===== src/rtl/stopwatch_pkg.sv =====
// Shared types and constants for the stopwatch run/pause/lap/clear controller.
// The LAP state is only reachable when STOPWATCH_LAP_EN is defined.
package stopwatch_pkg;

  localparam int BCD_W            = 24;
  localparam int TICK_DIV_DEFAULT = 500000;

  typedef enum logic [1:0] {
    IDLE  = 2'b00,
    RUN   = 2'b01,
    PAUSE = 2'b10,
    LAP   = 2'b11
  } sw_state_e;

  // RUN and LAP are the states in which the prescaler advances.
  function automatic logic is_counting(input sw_state_e s);
    return (s == RUN) || (s == LAP);
  endfunction

endpackage


===== src/rtl/stopwatch_ctrl_key_press_det.sv =====
// Raw active-low key -> 2-flop synchronizer -> history flop -> one-cycle press pulse.
// Every flop resets to the released level so reset release never looks like a press.
module key_press_det (
  input  logic clk_i,
  input  logic ar_ni,
  input  logic key_n_i,
  output logic press_o
);

  logic sync1_q;
  logic sync2_q;
  logic hist_q;

  // Synchronizer chain followed by the edge-history flop.
  always_ff @(posedge clk_i or negedge ar_ni) begin
    if (!ar_ni) begin
      sync1_q <= 1'b1;
      sync2_q <= 1'b1;
      hist_q  <= 1'b1;
    end else begin
      sync1_q <= key_n_i;
      sync2_q <= sync1_q;
      hist_q  <= sync2_q;
    end
  end

  assign press_o = hist_q & ~sync2_q;

endmodule


===== src/rtl/stopwatch_ctrl.sv =====
// Stopwatch FSM, count-tick prescaler, clear request and lap-freeze display mux.
// Optional lap feature enabled by defining STOPWATCH_LAP_EN.
module stopwatch_ctrl
  import stopwatch_pkg::*;
#(
  parameter int TICK_DIV = TICK_DIV_DEFAULT
) (
  input  logic             clk,
  input  logic             ar,
  input  logic             key_run_n,
  input  logic             key_lap_n,
  input  logic [BCD_W-1:0] bcd_live,
  output logic             ctr_en,
  output logic             ctr_clr,
  output logic [BCD_W-1:0] bcd_disp,
  output logic             running,
  output logic             lap_active
);

  localparam int            PW        = $clog2(TICK_DIV);
  localparam logic [PW-1:0] PRESC_MAX = PW'(TICK_DIV - 1);

  logic          run_press;
  logic          lap_press;
  sw_state_e     state_q;
  sw_state_e     state_d;
  logic [PW-1:0] presc_q;
  logic [PW-1:0] presc_d;
  logic          ctr_en_d;
  logic          ctr_clr_d;
  logic          tick;

  key_press_det u_run_det (
    .clk_i   (clk),
    .ar_ni   (ar),
    .key_n_i (key_run_n),
    .press_o (run_press)
  );

  key_press_det u_lap_det (
    .clk_i   (clk),
    .ar_ni   (ar),
    .key_n_i (key_lap_n),
    .press_o (lap_press)
  );

  // Next-state, prescaler and pulse decode; run always takes priority over lap.
  always_comb begin
    state_d = state_q;
    case (state_q)
      IDLE: begin
        if (run_press) state_d = RUN;
        else           state_d = IDLE;
      end
      RUN: begin
        if (run_press) state_d = PAUSE;
`ifdef STOPWATCH_LAP_EN
        else if (lap_press) state_d = LAP;
`endif
        else state_d = RUN;
      end
`ifdef STOPWATCH_LAP_EN
      LAP: begin
        if (run_press)      state_d = PAUSE;
        else if (lap_press) state_d = RUN;
        else                state_d = LAP;
      end
`endif
      PAUSE: begin
        if (run_press)      state_d = RUN;
        else if (lap_press) state_d = IDLE;
        else                state_d = PAUSE;
      end
      default: state_d = IDLE;
    endcase

    tick = (presc_q == PRESC_MAX);
    if ((state_d == IDLE) || ((state_q == IDLE) && (state_d == RUN))) begin
      presc_d = '0;
    end else if (is_counting(state_q)) begin
      presc_d = tick ? '0 : presc_q + PW'(1);
    end else begin
      presc_d = presc_q;
    end

    // A wrap on the edge that leaves RUN/LAP is swallowed, not issued late.
    ctr_en_d  = is_counting(state_q) && is_counting(state_d) && tick;
    ctr_clr_d = (state_q == PAUSE) && (state_d == IDLE);
  end

  // State, prescaler and registered outputs.
  always_ff @(posedge clk or negedge ar) begin
    if (!ar) begin
      state_q <= IDLE;
      presc_q <= '0;
      ctr_en  <= 1'b0;
      ctr_clr <= 1'b0;
      running <= 1'b0;
    end else begin
      state_q <= state_d;
      presc_q <= presc_d;
      ctr_en  <= ctr_en_d;
      ctr_clr <= ctr_clr_d;
      running <= is_counting(state_d);
    end
  end

`ifdef STOPWATCH_LAP_EN
  logic [BCD_W-1:0] lap_q;

  // Freeze the live value on RUN->LAP, before any same-cycle increment lands.
  always_ff @(posedge clk or negedge ar) begin
    if (!ar) begin
      lap_q      <= '0;
      lap_active <= 1'b0;
    end else begin
      lap_active <= (state_d == LAP);
      if ((state_q == RUN) && (state_d == LAP)) lap_q <= bcd_live;
      else                                      lap_q <= lap_q;
    end
  end

  assign bcd_disp = (state_q == LAP) ? lap_q : bcd_live;
`else
  assign lap_active = 1'b0;
  assign bcd_disp   = bcd_live;
`endif

endmodule


===== config.mk =====
export PLATFORM = sky130hd
export DESIGN_NAME = stopwatch_ctrl
export DESIGN_NICKNAME = d
export VERILOG_FILES = /design/src/rtl/stopwatch_pkg.sv /design/src/rtl/stopwatch_ctrl_key_press_det.sv /design/src/rtl/stopwatch_ctrl.sv
export SDC_FILE = /design/constraint.sdc
export NUM_CORES = 1
export LEC_CHECK = 0
export BUFFER_PORTS_ARGS = -buffer_cell sky130_fd_sc_hd__buf_2
export CAP_MARGIN = 0
export CORE_UTILIZATION = 40
export CTS_CLUSTER_SIZE = 8
export DETAILED_ROUTE_END_ITERATION = 6
export MAX_ROUTING_LAYER = met4
export PLACE_DENSITY = 0.75
export SETUP_SLACK_MARGIN = 0.4
export SYNTH_ARGS = -nofsm -noshare
export SYNTH_HDL_FRONTEND = slang
export SYNTH_HIERARCHICAL = 1
export SYNTH_SLANG_ARGS = --single-unit
export TNS_END_PERCENT = 1

===== constraint.sdc =====
create_clock -name clk -period 2.1 [get_ports clk]
set_input_delay 0.21 -clock clk [delete_from_list [all_inputs] [get_ports clk]]
set_output_delay 0.21 -clock clk [all_outputs]
set_load 0.05 [all_outputs]

==> impl_metrics.csv <==
group,metric,value,unit
finish,reg_top3,"presc_q (19), state_q (2)",
floorplanning,floorplan.initialDensity,42.5,%
synth,ys_ff_latch,30,
global_route,grt_pass1_vias,1270,
drt,post-route-drc-count,0,
placed_design,port-buffer-count,6,
floorplanning,row_count,23,
placed_design,worst_setup_timing_slack_at_the_placement_stage,278,ps
worst_setup_path,r2r-end,"presc_q[11]",
hold_path,hold_path_class,"in2reg",
sta,timing_worst_slew_pin_value,662,ps
clock_tree,clock_sink_count,30,
global_route,number_of_antenna_violations_at_the_first_check_in_global_routing,0,
drt,detail_route.wirelength,3.65,mm
worst_setup_path,r2r.worst_path.cells,6,
floorplanning,fp.dieH,67.9,um
floorplanning,die-width,67.9,um
synth,seq_area_frac_synth,43.7,%
finish,flow.area_growth_from_synthesis,6.99,%
worst_setup_path,largest_driver_fanout_on_the_critical_path,5,
pwr,leak_pwr,0.760,nW
worst_setup_path,cp_cell_sequence,"or4b_4, nor3_4, buf_6, a21boi_4, o21ai_0, a31oi_1",
worst_setup_path,cp_num_buf_inv,1,
finish,layout_filler_cell_count,367,
synth,synth_enable_flop_cells,0,
finish,diodes,0,
sta,relSlewSlack,55.9,%
finish,layout.cell_area.non_filler,0.00186,mm^2
status,run_status,"finished clean",
clock_tree,cts_root_buf,"sky130_fd_sc_hd__clkbuf_8",
placed_design,dpl.cell_count,208,
worst_setup_path,cp_top_family,"simple AND/OR/NAND/NOR gates",
clock_tree,tritoncts.num_buffers,5,
synth,synth_top_flop_cell,"sky130_fd_sc_hd__dfrtp_1",
sta,setup-tns-final,0,ps
synth,synth.lib_cells_used.distinct,39,
sta,skew,8.48,ps
pwr,worst_supply_voltage_drop_on_vdd,0.000262,V
sta,rsz0062_at_grt,"yes",
finish,multi_input_area,778,um^2
drt,detail_route.vias_per_cell,5.79,
job,reported_max_cap_violation_count,0,
drt,firstDrtPassIters,4,
sta,hold_viol,0,
global_route,grtUsageTotal,18.3,%
synth,postSynthNetCount,207,
global_route,grt_pass1_wl,5.88,mm
worst_setup_path,reg2reg_from,"presc_q[7]",
finish,largest_reg_flops,19,
finish,post_route_cells_drive_above_1_share,30.1,%
worst_setup_path,critical_path.startpoint,"presc_q[7]",
sta,timing.final.crit_period,1790,ps
finish,sequential_cell_area,762,um^2
global_route,grt_max_degree,31,
synth,synth.avg_cell_area,9.75,um^2
finish,instances_no_fill,226,
worst_setup_path,worstPathRequired,2270,ps
worst_setup_path,timing.setup.critical_path_class,"reg2reg",
clock_tree,cts_tree,"done",
clock_tree,clock_tree.buffer_depth,2,
placed_design,dpl_cell_area,0.00164,mm^2
sta,worst_hold_slack,15.1,ps
worst_setup_path,timing.critical_path.to_type,"flop",
worst_setup_path,cp_num_cells,6,
clock_tree,h-tree-depth,2,
synth,post_synth_inst_count,178,
sta,setup_ws,312,ps
floorplanning,floorplan.core_area,0.00409,mm^2
sta,max_freq,559,MHz
clock_tree,cts.clk_slew.worst_paths,60,ps
synth,synth_async_sr_flop_share,100,%
sta,slew_viol_final,0,
synth,synthesized_area,0.00174,mm^2
sta,final-setup-viol-count,0,
finish,regMostFlops,"presc_q",
worst_setup_path,cpPeakStageDelay,510,ps
floorplanning,design.portCount,56,
global_route,globalRoute.totalOverflow,0,
drt,detail-route-antenna-nets,0,
drt,wl_per_cell,16.1,um
floorplanning,die_area,0.00461,mm^2
finish,final_net_count,205,
placed_design,place.detailed.hpwl,2.17,mm
drt,drt_iter0_drc,117,
drt,route.vias.total,1308,
worst_setup_path,critical_path.slowest_cell,"sky130_fd_sc_hd__or4b_4",
worst_setup_path,cp-start-kind,"flop",
worst_setup_path,data_arrival_critical_path,1950,ps
worst_setup_path,r2r_slack,310,ps
placed_design,place_congestion,0.902,
worst_setup_path,crit_end,"presc_q[11]",
synth,yosys_warn_count,6,
clock_tree,clk_latency,290,ps
pwr,p_per_area,897,mW/mm^2
sta,fin_crit_sh,85.1,%
-- synth_stat cells (2+ instances only) --
| cell type | number | area (um^2) |
|---|---|---|
| sky130_fd_sc_hd__buf_4 | 26 | 195 |
| sky130_fd_sc_hd__dfrtp_1 | 24 | 601 |
| sky130_fd_sc_hd__a21oi_1 | 17 | 85.1 |
| sky130_fd_sc_hd__nand2_1 | 16 | 60.1 |
| sky130_fd_sc_hd__nand3_1 | 11 | 55.1 |
| sky130_fd_sc_hd__mux2i_1 | 9 | 90.1 |
| sky130_fd_sc_hd__nand4_1 | 9 | 56.3 |
| sky130_fd_sc_hd__dfstp_2 | 6 | 158 |
| sky130_fd_sc_hd__o21ai_0 | 6 | 30.0 |
| sky130_fd_sc_hd__and3_1 | 4 | 25.0 |
| sky130_fd_sc_hd__nor2_1 | 4 | 15.0 |
| sky130_fd_sc_hd__o31ai_1 | 4 | 30.0 |
| sky130_fd_sc_hd__buf_6 | 3 | 33.8 |
| sky130_fd_sc_hd__clkbuf_1 | 3 | 11.3 |
| sky130_fd_sc_hd__inv_1 | 3 | 11.3 |
| sky130_fd_sc_hd__nand2b_1 | 3 | 18.8 |
| sky130_fd_sc_hd__a31oi_1 | 2 | 12.5 |
| sky130_fd_sc_hd__and4_1 | 2 | 17.5 |
| sky130_fd_sc_hd__nand3b_1 | 2 | 15.0 |
| sky130_fd_sc_hd__nor2b_1 | 2 | 12.5 |
| sky130_fd_sc_hd__nor2b_4 | 2 | 27.5 |
| sky130_fd_sc_hd__nor3_1 | 2 | 10.0 |
| sky130_fd_sc_hd__or4_1 | 2 | 15.0 |
-- layer usage --
metal / vias to the layer above / wire length (um) / share of wire [%] / global-route usage, %
met4: 0 / 133 / 3.6 / 13.0
met2: 51 / 1710 / 47 / 27.2
met3: 17 / 242 / 6.6 / 5.50
met1: 634 / 1560 / 43 / 21.0
met5: - / 0 / 0 / -
li1: 606 / - / - / -
-- worst min path at each step --
stage | from | end | cells after the start | slack [ps]
finish | key_run_n | u_run_det/sync1_q | 1 | 20
global route | key_run_n | u_run_det/sync1_q | 1 | 9
CTS | key_run_n | u_run_det/sync1_q | 1 | 10
detailed placement | ar | running | 1 | 280
global placement | ar | running | 1 | 280
floorplan | ar | ctr_clr | 0 | -90
-- through the flow --
| step | utilization, % | total power, W |
|---|---|---|
| 3_3_place_gp | 40.2 | 0.00114 |
| 5_1_grt | 45.4 | 0.00175 |
| 2_1_floorplan | - | 0.00115 |
| 4_1_cts | 44.5 | 0.00163 |
| 3_5_place_dp | 40.2 | 0.00114 |
| 6_report | 45.4 | 0.00167 |
-- cell usage in the layout (no fill, tap or decap), drive strengths merged --
cell / Yosys / routed
a21boi: 1 / 1
a21oi: 18 / 19
a22o: 1 / 1
a31oi: 2 / 2
and3: 5 / 5
and4: 3 / 3
buf: 29 / 22
clkbuf: 4 / 5
clkinv: 0 / 2
conb: 1 / 1
dfrtp: 24 / 24
dfstp: 6 / 6
dlygate4sd3: 0 / 1
ha: 1 / 1
inv: 3 / 3
mux2i: 9 / 9
nand2: 16 / 16
nand2b: 3 / 3
nand3: 11 / 11
nand3b: 2 / 2
nand4: 9 / 9
nor2: 4 / 4
nor2b: 4 / 4
nor3: 3 / 3
nor3b: 1 / 1
nor4: 1 / 1
nor4b: 1 / 1
o211ai: 1 / 1
o21ai: 6 / 6
o22ai: 1 / 1
o31ai: 4 / 4
or4: 2 / 2
or4b: 1 / 1
xor2: 1 / 1
-- kinds of logic after synthesis --
group | synth area share, %
and+or+nand+nor | 22.9
buffers and inverters | 14.8
AOI/OAI and AO/OA | 12.0
DFF | 43.7
muxes | 5.19
adders and majority gates | 0.721
other | 0.216
xor gates and xnor gates | 0.505
-- worst reg2reg max path, stage by stage (launching register included) --
cell,delay (ps)
sky130_fd_sc_hd__dfrtp_2,450
sky130_fd_sc_hd__or4b_4,510
sky130_fd_sc_hd__nor3_4,250
sky130_fd_sc_hd__buf_6,150
sky130_fd_sc_hd__a21boi_4,80
sky130_fd_sc_hd__o21ai_0,110
sky130_fd_sc_hd__a31oi_1,120
-- power breakdown --
part / internal [W] / switching, W / leakage, nW
sequential: 0.000632 / 0.0000420 / 0.387
combinational: 0.000209 / 0.000336 / 0.329
clock: 0.000222 / 0.000224 / 0.0438
total: 0.00106 / 0.000603 / 0.760
-- layout make-up --
type / instances / area share [%]
multi-input combinational: 113 / 41.9
sequential: 30 / 41.0
timing repair buffer: 23 / 8.83
clock buffer: 5 / 3.71
tap: 50 / 3.37
inverter: 3 / 0.606
clock inverter: 2 / 0.539
-- timing repair --
action,in CTS,in global routing
gates cloned,0,1
buffers inserted,7,2
resized for setup,8,4
hold endpoints to repair,24,0
pin swaps,5,3
hold buffers,1,0
endpoints found under the setup margin,16,17
No activity file was read; power rests on OpenSTA's default activity.
